`src/rtl/serial_add_sub.sv`:
```
// Bit-serial adder/subtractor.
// Operands are captured on acceptance, then resolved one bit per cycle, LSB first,
// through a single full-adder cell and a carry flip-flop.
// The result registers (sum, cout, ovf) change only when the final bit resolves.
//
// Handshake (both sides): a transfer happens on a rising edge where valid and
// ready are both high. The producer holds valid and payload steady until that
// edge. The consumer may raise ready at any time. in_ready is high only in IDLE.
// out_valid is high only in DONE. A result is never consumed in the same cycle
// that new operands are accepted.
module serial_add_sub #(
  parameter int WIDTH = 8
) (
  input  logic             clk,
  input  logic             rst,
  input  logic             in_valid,
  output logic             in_ready,
  input  logic [WIDTH-1:0] a,
  input  logic [WIDTH-1:0] b,
  input  logic             cin,
  input  logic             sub,
  output logic             out_valid,
  input  logic             out_ready,
  output logic [WIDTH-1:0] sum,
  output logic             cout,
  output logic             ovf,
  output logic             busy,
  output logic [1:0]       dbg_state_o
);

  localparam int CW = (WIDTH > 2) ? $clog2(WIDTH) : 1;
  localparam logic [CW-1:0] LAST_BIT = CW'(WIDTH - 1);

  typedef enum logic [1:0] {
    IDLE = 2'd0,
    RUN  = 2'd1,
    DONE = 2'd2
  } state_t;

  state_t state_q, state_d;

  logic [WIDTH-1:0] a_q, a_d;
  logic [WIDTH-1:0] b_q, b_d;     // holds the effective operand (inverted for subtract)
  logic [WIDTH-1:0] sh_q, sh_d;   // internal result shifter, filled from the MSB end
  logic [CW-1:0]    cnt_q, cnt_d;
  logic             carry_q, carry_d;
  logic [WIDTH-1:0] sum_q, sum_d;
  logic             cout_q, cout_d;
  logic             ovf_q, ovf_d;

  logic accept;
  logic last_bit;
  logic fa_s;
  logic fa_co;

  assign accept   = in_valid && (state_q == IDLE);
  assign last_bit = (state_q == RUN) && (cnt_q == LAST_BIT);

  // Single full-adder cell working on the current LSBs of the operand shifters
  assign fa_s  = a_q[0] ^ b_q[0] ^ carry_q;
  assign fa_co = (a_q[0] & b_q[0]) | (a_q[0] & carry_q) | (b_q[0] & carry_q);

  // State register
  always_ff @(posedge clk or posedge rst) begin
    if (rst) begin
      state_q <= IDLE;
    end else begin
      state_q <= state_d;
    end
  end

  // Next-state logic
  always_comb begin
    state_d = state_q;
    case (state_q)
      IDLE:    if (in_valid)  state_d = RUN;
      RUN:     if (last_bit)  state_d = DONE;
      DONE:    if (out_ready) state_d = IDLE;
      default:                state_d = IDLE;
    endcase
  end

  // Moore outputs decoded from state
  always_comb begin
    in_ready    = 1'b0;
    out_valid   = 1'b0;
    busy        = 1'b0;
    dbg_state_o = state_q;
    case (state_q)
      IDLE:    in_ready  = 1'b1;
      RUN:     busy      = 1'b1;
      DONE:    out_valid = 1'b1;
      default: in_ready  = 1'b0;
    endcase
  end

  // Datapath next values: capture on accept, shift one bit per RUN cycle, publish on last bit
  always_comb begin
    a_d     = a_q;
    b_d     = b_q;
    sh_d    = sh_q;
    cnt_d   = cnt_q;
    carry_d = carry_q;
    sum_d   = sum_q;
    cout_d  = cout_q;
    ovf_d   = ovf_q;
    if (accept) begin
      a_d     = a;
      b_d     = sub ? ~b : b;
      carry_d = sub ? ~cin : cin;
      cnt_d   = '0;
      sh_d    = '0;
    end else if (state_q == RUN) begin
      a_d     = {1'b0, a_q[WIDTH-1:1]};
      b_d     = {1'b0, b_q[WIDTH-1:1]};
      sh_d    = {fa_s, sh_q[WIDTH-1:1]};
      carry_d = fa_co;
      cnt_d   = cnt_q + CW'(1);
      if (last_bit) begin
        sum_d  = {fa_s, sh_q[WIDTH-1:1]};
        cout_d = fa_co;
        // carry_q is the carry into the MSB at this point
        ovf_d  = carry_q ^ fa_co;
        cnt_d  = '0;
      end
    end
  end

  // Datapath registers
  always_ff @(posedge clk or posedge rst) begin
    if (rst) begin
      a_q     <= '0;
      b_q     <= '0;
      sh_q    <= '0;
      cnt_q   <= '0;
      carry_q <= 1'b0;
      sum_q   <= '0;
      cout_q  <= 1'b0;
      ovf_q   <= 1'b0;
    end else begin
      a_q     <= a_d;
      b_q     <= b_d;
      sh_q    <= sh_d;
      cnt_q   <= cnt_d;
      carry_q <= carry_d;
      sum_q   <= sum_d;
      cout_q  <= cout_d;
      ovf_q   <= ovf_d;
    end
  end

  assign sum  = sum_q;
  assign cout = cout_q;
  assign ovf  = ovf_q;

endmodule
```
`config.mk`:
```
export PLATFORM = sky130hd
export DESIGN_NAME = serial_add_sub
export DESIGN_NICKNAME = d
export VERILOG_FILES = /design/src/rtl/serial_add_sub.sv
export SDC_FILE = /design/constraint.sdc
export NUM_CORES = 1
export LEC_CHECK = 0
export CORE_ASPECT_RATIO = 0.8
export CORE_MARGIN = 3
export CORE_UTILIZATION = 54
export DETAILED_ROUTE_END_ITERATION = 7
export PLACE_DENSITY = 0.84
export REMOVE_ABC_BUFFERS = 1
export SLEW_MARGIN = 20
export SYNTH_ARGS = -nofsm -noshare
export SYNTH_HDL_FRONTEND = slang
export SYNTH_SLANG_ARGS = --single-unit
```
`constraint.sdc`:
```
create_clock -name clk -period 4.1 [get_ports clk]
set_clock_uncertainty 0.05 [all_clocks]
set_input_delay 0.82 -clock clk [delete_from_list [all_inputs] [get_ports clk]]
set_output_delay 0.82 -clock clk [all_outputs]
set_load 0.05 [all_outputs]
```
==> flow_summary.yaml <==
outcome:
  status: "finished, final reports clean"
clocking:
  path_clk_slew_ns: 0.07
  cts-htree-levels: 2
  clk_latency_ns: 0.29
  cts_buffers: 5
  root_buffer: "clkbuf_8"
  cts-resized-gates: 0
  clk_path_buf_depth: 2
  cts_sinks: 39
  postCtsHoldBufs: 0
  cts_tree: "built"
  post_cts_buffers: 0
global_route:
  grt_pass1_vias: 1314
  grt_use_total_pct: 19.02
  antenna_found_initial: 0
  grt_pass1_wl_um: 6009
  grt-ovfl-total: 0
  grt_max_degree: 36
sta:
  fin_setup_tns_ns: 0
  worst_slew_pin_slew_ns: 0.7183
  drv_slew: 0
  setup_violations: 0
  period_share_pct: 73.82
  slew_headroom_pct: 52.11
  holdWs_ns: 0.4396
  rsz0062_at_grt: "false"
  fin_crit_ns: 3.027
  max_freq_ghz: 0.3304
  final_hold_viol_count: 0
critical_path:
  critPathLaunchType: "flop"
  worstPathRequired_ns: 3.23
  critPathKind: "reg2out"
  critPathMaxFanout: 25
  arrival_ns: 2.16
  endpoint_kind: "output port"
pwr:
  pwr-share-seq_pct: 38.1
  internal_power_uw: 993.4
  switching_share_pct: 42.79
  clkPwrFrac_pct: 14.7
  p_sw_uw: 742.9
  leakagePower_nw: 1.044
  power.density_nw_per_um2: 785.3
  power_frac_comb_pct: 47.2
  ir_worst_vdd_v: 0.0004107
placed_design:
  dpl-instance-area_um2: 2123
  port_buffers: 36
  place_congestion: 0.7363
  hpwl_um: 2326
route:
  drc: 0
  drtAntennaViolNets: 0
  totalWireLength_um: 3397
  first_pass_iters: 7
  vias: 1332
  drtIter0Drc: 64
  via_per_inst: 5.459
  wire_per_inst_um: 13.92
synthesis:
  synth_cell_types: 25
  syn_avg_cell_area_um2: 10.37
  yosysTopAreaCell: "dfrtp_1"
  ys.flop_type: "dfrtp_1"
  synth.most_common_cell: "nand2_1"
  synth_top_area_share_pct: 54.74
  synthTopCellsByArea: "dfrtp_1 (55%), nand2_1 (9.1%), mux2_2 (5.7%)"
  synth_commonest_cells: "nand2_1 (43), dfrtp_1 (39), nand3_1 (18)"
  syn-cell-area_um2: 1783
  async_flop_share_pct: 100.0
  synth_edf_count: 0
  yosysWarnings: 0
  synthCells: 172
  ys_seq_area_share_pct: 54.74
  synth-seq-cells: 39
floorplan:
  die_y_um: 57.40
  dieArea_um2: 4032
  start_util_pct: 60.30
  core_um2: 2957
  io_pins: 37
  dieWidth_um: 70.25
  rows: 17
worst_hold_path:
  min_path_type: "reg2reg"
finish:
  ff_latch_area_um2: 975.9
  syn_to_final_growth_pct: 24.00
  final_area_um2: 2211
  multi_input_comb_area_um2: 713.2
  drive_above_1_share_pct: 11.65
  antenna-diode-count: 0
  nFillCells: 193
  final_util_pct: 74.78
  finalNetCount: 231
run:
  cap_violations: 0
## cells by family after synthesis
| kind of cell | share of synthesized area [%] |
|---|---|
| AO/OA/AOI/OAI | 7.438 |
| XOR/XNOR | 4.913 |
| flip-flops | 54.74 |
| adder cells (fa/ha/maj) | 2.526 |
| AND/OR/NAND/NOR | 19.44 |
| buffers and inverters | 5.263 |
| multiplexers | 5.684 |
## metal layers
metal	global-route usage [%]	up-vias	part of all wire, %
met5	0	-	0
met4	6.557	0	0.71
met3	7.042	2	6.4
met2	30.00	46	48
met1	24.35	640	44
li1	-	644	-
## worst max-delay path, cell delays in order (launching register included)
cell and delay [ns]:
dfrtp_1 0.44, nand2b_1 0.20, inv_2 0.33, clkdlybuf4s50_1 0.89
## state kept, by name, summed over array words and instances, names as in the netlist
register	count
ovf	1
dbg_state_o	2
sum	8
a_q	8
carry_q	1
cout	1
cnt_q	3
b_q	8
sh_q	7
## placed cells by master, fill, tap and decap left out
| cell type | instances |
|---|---|
| mux2_2 | 9 |
| or3_1 | 1 |
| inv_1 | 1 |
| a22oi_1 | 8 |
| o21ai_2 | 1 |
| nor2_1 | 8 |
| nand2_1 | 43 |
| a21oi_1 | 1 |
| clkinv_2 | 1 |
| ha_1 | 2 |
| nand2b_1 | 2 |
| buf_4 | 2 |
| clkdlybuf4s50_1 | 36 |
| nand3_2 | 1 |
| xor2_1 | 8 |
| nand3_1 | 18 |
| inv_2 | 2 |
| clkbuf_8 | 6 |
| a31oi_1 | 7 |
| fa_1 | 1 |
| or3b_2 | 1 |
| dfrtp_1 | 39 |
| nor3b_2 | 1 |
| nand3b_1 | 2 |
| xnor2_1 | 2 |
| o21ai_0 | 3 |
## power by group through the flow
stage | clock (mW) | combinational [mW] | sequential (mW)
finish | 0.256 | 0.819 | 0.662
global route | 0.283 | 0.901 | 0.687
CTS | 0.263 | 0.827 | 0.664
detailed placement | 0 | 0.825 | 0.669
global placement | 0 | 0.802 | 0.658
floorplan | 0 | 0.413 | 0.814
## final timing paths
| kind | from | end | slack [ns] | depth (start not counted) |
|---|---|---|---|---|
| max | dbg_state_o[1] | busy | 1.07 | 3 |
| min | ovf | ovf | 0.44 | 2 |
| max reg2reg | cnt_q[0] | cout | 2.27 | 4 |
| min reg2reg | ovf | ovf | 0.44 | 2 |
| max in group asynchronous | rst | a_q[2] | 2.55 | 3 |
| min in group asynchronous | rst | a_q[5] | 0.88 | 2 |
## per-stage QoR
stage	std cells	power [mW]	setup WS [ns]
6_report	244	1.736	1.073
5_1_grt	244	1.871	0.9699
4_1_cts	244	1.754	1.065
3_5_place_dp	237	1.493	1.391
3_3_place_gp	237	1.460	1.414
2_1_floorplan	161	1.227	1.419
## area by class of cell
type                       instances  share of cell area (%)
sequential                        39                   44.14
inverter                           3                  0.5093
clock inverter                     1                  0.2264
tap                               38                   2.151
multi-input combinational        119                   32.26
timing repair buffer              38                   16.98
clock buffer                       6                   3.735
Note: power is estimated with default switching activity, not from simulation.
